--- src/rtl/buffer_codigo.sv ---
// Key-entry buffer behind the keypad scanner: debounces scanner activity into single key
// accepts, keeps a BCD digit buffer with backspace/clear, and releases the code on enter.
module buffer_codigo #(
  parameter int unsigned NDIG    = 4,
  parameter int unsigned DEB_CYC = 3,
  parameter int unsigned GAP_CYC = 8
) (
  input  logic                       clk,
  input  logic                       rst,
  input  logic [4:0]                 digito,
  input  logic                       cambio_digito,
  input  logic                       enter_sync,
  output logic [4*NDIG-1:0]          buffer,
  output logic [$clog2(NDIG+1)-1:0]  count,
  output logic                       key_pulse,
  output logic [3:0]                 key_code,
  output logic                       overflow,
  output logic [4*NDIG-1:0]          code_out,
  output logic [$clog2(NDIG+1)-1:0]  code_len,
  output logic                       code_valid
);

  localparam int unsigned CW = $clog2(NDIG + 1);
  localparam int unsigned GW = $clog2(GAP_CYC + 1);
  localparam int unsigned DW = $clog2(DEB_CYC + 1);
  localparam int unsigned BW = 4 * NDIG;

  localparam logic [CW-1:0] NDIG_C   = CW'(NDIG);
  localparam logic [GW-1:0] GAP_C    = GW'(GAP_CYC);
  localparam logic [DW-1:0] DEB_LAST = DW'(DEB_CYC - 1);

  typedef enum logic [1:0] {
    S_IDLE,
    S_DEB,
    S_HELD
  } state_t;

  state_t          state_q;
  logic [3:0]      key_q;
  logic [DW-1:0]   cnt_q;
  logic [GW-1:0]   gap_q, gap_d;
  logic            cd_prev_q;
  logic            en_prev_q;

  logic [BW-1:0]   buf_q, buf_d;
  logic [CW-1:0]   count_q, count_d;
  logic            kp_q, kp_d;
  logic [3:0]      kc_q, kc_d;
  logic            ovf_q, ovf_d;
  logic [BW-1:0]   code_q, code_d;
  logic [CW-1:0]   len_q, len_d;
  logic            cv_q, cv_d;

  logic act_c, mismatch_c, gap_full_c, accept_c, enter_c;

  always_comb begin
    act_c      = cambio_digito ^ cd_prev_q;
    mismatch_c = act_c && (digito != {1'b0, key_q});
    gap_full_c = (gap_q == GAP_C);
    accept_c   = (state_q == S_DEB) && !mismatch_c && !gap_full_c && (cnt_q == DEB_LAST);
    enter_c    = enter_sync && !en_prev_q && (count_q != '0);
  end

  always_comb begin
    gap_d = gap_q;
    if (act_c) begin
      gap_d = '0;
    end else if (!gap_full_c) begin
      gap_d = gap_q + 1'b1;
    end
  end

  // Enter takes precedence: a key accepted on the enter edge still reports its
  // code, but its buffer effect (and any overflow) is dropped.
  always_comb begin
    buf_d   = buf_q;
    count_d = count_q;
    kp_d    = accept_c;
    kc_d    = accept_c ? key_q : kc_q;
    ovf_d   = 1'b0;
    code_d  = code_q;
    len_d   = len_q;
    cv_d    = 1'b0;
    if (enter_c) begin
      code_d  = buf_q;
      len_d   = count_q;
      cv_d    = 1'b1;
      buf_d   = '0;
      count_d = '0;
    end else if (accept_c) begin
      if (key_q <= 4'd9) begin
        if (count_q < NDIG_C) begin
          buf_d   = {buf_q[BW-5:0], key_q};
          count_d = count_q + 1'b1;
        end else begin
          ovf_d = 1'b1;
        end
      end else if (key_q == 4'hE) begin
        if (count_q != '0) begin
          buf_d   = {4'h0, buf_q[BW-1:4]};
          count_d = count_q - 1'b1;
        end
      end else if (key_q == 4'hF) begin
        buf_d   = '0;
        count_d = '0;
      end
    end
  end

  always_ff @(posedge clk) begin
    if (rst) begin
      state_q <= S_IDLE;
      key_q   <= '0;
      cnt_q   <= '0;
    end else begin
      unique case (state_q)
        S_IDLE: begin
          if (act_c && !digito[4]) begin
            key_q   <= digito[3:0];
            cnt_q   <= '0;
            state_q <= S_DEB;
          end
        end
        S_DEB: begin
          if (mismatch_c || gap_full_c) begin
            state_q <= S_IDLE;
          end else if (cnt_q == DEB_LAST) begin
            state_q <= S_HELD;
          end else begin
            cnt_q <= cnt_q + 1'b1;
          end
        end
        S_HELD: begin
          if (gap_full_c) begin
            state_q <= S_IDLE;
          end
        end
        default: state_q <= S_IDLE;
      endcase
    end
  end

  always_ff @(posedge clk) begin
    if (rst) begin
      gap_q     <= GAP_C;
      cd_prev_q <= 1'b0;
      en_prev_q <= 1'b0;
      buf_q     <= '0;
      count_q   <= '0;
      kp_q      <= 1'b0;
      kc_q      <= '0;
      ovf_q     <= 1'b0;
      code_q    <= '0;
      len_q     <= '0;
      cv_q      <= 1'b0;
    end else begin
      gap_q     <= gap_d;
      cd_prev_q <= cambio_digito;
      en_prev_q <= enter_sync;
      buf_q     <= buf_d;
      count_q   <= count_d;
      kp_q      <= kp_d;
      kc_q      <= kc_d;
      ovf_q     <= ovf_d;
      code_q    <= code_d;
      len_q     <= len_d;
      cv_q      <= cv_d;
    end
  end

  assign buffer     = buf_q;
  assign count      = count_q;
  assign key_pulse  = kp_q;
  assign key_code   = kc_q;
  assign overflow   = ovf_q;
  assign code_out   = code_q;
  assign code_len   = len_q;
  assign code_valid = cv_q;

endmodule

--- config.mk ---
export PLATFORM = sky130hd
export DESIGN_NAME = buffer_codigo
export DESIGN_NICKNAME = d
export VERILOG_FILES = /design/src/rtl/buffer_codigo.sv
export SDC_FILE = /design/constraint.sdc
export NUM_CORES = 1
export LEC_CHECK = 0
export ABC_AREA = 1
export CAP_MARGIN = 30
export CORE_ASPECT_RATIO = 1.4
export CORE_MARGIN = 4
export CORE_UTILIZATION = 45
export DETAILED_ROUTE_END_ITERATION = 16
export PLACE_DENSITY = 0.75
export SYNTH_ARGS = -nofsm -noshare
export SYNTH_HDL_FRONTEND = slang
export SYNTH_SLANG_ARGS = --single-unit
export TNS_END_PERCENT = 50
--- constraint.sdc ---
create_clock -name clk -period 1.6 [get_ports clk]
set_input_delay 0.16 -clock clk [delete_from_list [all_inputs] [get_ports clk]]
set_output_delay 0.16 -clock clk [all_outputs]
set_load 0.01 [all_outputs]
==> metrics.txt, run 1 <==
outcome finished with violations; failing checks setup timing; non-filler instance count after layout 489; multiplexer share of the synthesized area 0; CP delay by family, top simple AND/OR/NAND/NOR gates; WP data arrival 1880 ps; Site Rows 31; RD Place Congestion 0.828; CTS H-tree lvls 3; simple-gate area share of the yosys netlist 0.247; setup ws final -52.1 ps; highest-count cells in the layout ignoring fill and taps nand2_1 (65), dfxtp_1 (53), clkdlybuf4s50_1 (53); vias in the first global route 2314; Pleak 1.59 nW; hold_buf cts 0; DIE AREA 6760 um^2; initial DRC count 223; Setup Skew 11.1 ps; Crit Path Class flip-flop to flip-flop; total grt overflow 0; nets 434; initial antenna violation count 0; RSZ-0062 raised after global routing yes; sequential element share of the synthesized area 0.478; Core Util, Final 0.700; largest net degree at the start of global routing 39; Remaining DRCs 0; wire per inst 14.5 um; Post-Syn Instances 336; layout cells sized above 1 0.206; Clock Sinks 59; Avg Cell Area, Syn 7.36 um^2; Initial Util 0.472; worst slew pin tran 334 ps; Worst VDD drop 884 uV; final setup TNS -141 ps; Critical Path Start Type flip-flop; die height 95.7 um; Antenna Nets Post-Route 0; CTS max path bufs 2; pre-CTS WS -111 ps; CP Max Fanout 10; maxcap violations 0; total CTS buffers 9; post-synthesis compound-gate area fraction 0.129; Via Count 2529; global-route wire length before repair 10.6 mm; FMAX 605 MHz; synth unique cells 27; setup violators final 8; min-delay worst type input port to flip-flop; CP max stage cell dfxtp_2; Syn. warnings 0; #FFs+latches synth 59; Ant. Diodes 0; CP endpoint kind flip-flop; Placed Cells 467; worst-skew pair later-pin latency 350 ps; root buf cell clkbuf_8; Post-Syn Nets 351; post-route minimum period 1650 ps; Synth Area in XOR/XNOR 0.0213; HPWL after DPL 4.45 mm; CTS tree done; Synth-to-Final Area Change 48.2%; Routed Wire Length 7.10 mm; largest family of logic cells by synthesized area simple AND/OR/NAND/NOR gates; num ports 54; Buffers on Ports 53; Final Hold Vio Count 0; Final Max Slew Viols 0; slew margin rel. 0.777; WP buf/inv 3; global-route usage over all layers 0.203; Clk pin slew, worst setup/hold paths 70 ps; Hold Slack 370 ps; core area 5240 um^2; DRT Pass-1 Iters 4; Critical Path Max Stage Delay 340 ps; crit path cell chain inv_2 > ha_4 > inv_2 > nor2_4 > nand2_2 > nand2_2 > a21oi_4 > nand4_4 > clkbuf_16 > nor2_1 > nor2_1; width of the die 70.6 um; post-synthesis instance area 2470 um^2; vias per inst 5.17; Synth Area in Adders 0.0304; P per Cell Area 914 nW/um^2; fin crit share 1.03; most common cell after layout, fill and taps aside nand2_1; Critical Path RT 1830 ps
synthesized netlist by cell type:
master    count  area, um^2
o21bai_1      2        15.0
nand4_2       1        12.5
or2_2         1        6.26
ha_1          6        75.1
a21oi_2       1        8.76
a211oi_1      1        7.51
nand2_2       1        6.26
nand4_1       4        25.0
inv_1        42         158
nand2_1      75         282
nor4_1        1        6.26
nand3_1       7        35.0
nor2_1       58         218
inv_2         2        7.51
buf_2         4        20.0
buf_6         2        22.5
nor3_1        2        10.0
nor2_4        1        11.3
o21ai_1       1        5.00
xnor2_1       3        26.3
xor2_1        3        26.3
dfxtp_1      59        1180
a21oi_1      13        65.1
o22ai_1      13        81.3
o21ai_0      27         135
buf_4         1        7.51
clkbuf_1      5        18.8
path summary, 6_finish.rpt:
kind	slack [ps]	endpoint	depth (start not counted)	startpoint
min reg2reg	460	code_out[8]	2	code_out[8]
max reg2reg	-50	count[2]	11	count[1]
max	-50	count[2]	11	count[1]
min	370	en_prev_q	3	enter_sync
worst reg2reg max path, cell delays in order (launching register included):
cell	delay (ps)
dfxtp_2	340
inv_2	50
ha_4	150
inv_2	60
nor2_4	40
nand2_2	60
nand2_2	60
a21oi_4	140
nand4_4	210
clkbuf_16	250
nor2_1	120
nor2_1	70
power by group:
part / internal [W] / leakage (nW) / switching (W)
Combinational: 0.000139 / 1.01 / 0.000184
Sequential: 0.00150 / 0.480 / 0.0000208
Clock: 0.000911 / 0.102 / 0.000593
metal layers:
| layer | wire length, um | global-route usage | vias to the layer above |
|---|---|---|---|
| li1 | - | - | 1227 |
| met1 | 2840 | 0.234 | 1199 |
| met2 | 3630 | 0.343 | 86 |
| met3 | 438 | 0.0658 | 17 |
| met4 | 192 | 0.0925 | 0 |
| met5 | 0 | 0 | - |
cells by family (layout without fill, tap and decap cells):
logic type	count (synthesis)	after routing
and+or+nand+nor	151	151
AOI/OAI and AO/OA	58	58
DFF	59	59
adders and majority gates	6	6
buffers and inverters	56	143
xor gates and xnor gates	6	6
flip-flops by register name, summed over array words and instances (netlist names), 2 cells and up:
| signal | flops |
|---|---|
| key_code | 4 |
| buffer | 16 |
| count | 3 |
| gap_q | 4 |
| state_q | 2 |
| code_len | 3 |
| key_q | 4 |
| cnt_q | 2 |
| code_out | 16 |
timing repair:
item                                    4_1_cts  5_1_grt
pin swaps                                     0        2
endpoints found under the setup margin        1       44
resized for setup                             1       38
gates cloned                                  0        4
setup buffers                                 0        3
through the flow:
stage               cell area [um^2]  total power [W]
detailed placement              3220          0.00184
finish                          3660          0.00335
CTS                             3440          0.00334
global placement                3220          0.00183
global route                    3660          0.00348
floorplan                       2480          0.00171
area by class of cell:
cell class                      count  area [um^2]
Clock buffer                       11          141
Clock inverter                      4         75.1
Fill cell                         408         1570
Inverter                           44          165
Multi-Input combinational cell    221         1180
Sequential cell                    59         1190
Tap cell                           66         82.6
Timing Repair Buffer               84          832
Power figures use the tool's default switching activity.
==> inputs of run 2 (changes only) <==
--- a/config.mk
+++ b/config.mk
@@ -6,7 +6,7 @@
 export NUM_CORES = 1
 export LEC_CHECK = 0
 export ABC_AREA = 1
-export CAP_MARGIN = 30
+export CAP_MARGIN = 20
 export CORE_ASPECT_RATIO = 1.4
 export CORE_MARGIN = 4
 export CORE_UTILIZATION = 45
==> results of run 2 <==
Same layout as run 1: the final DEF is identical, and so are final timing and power.
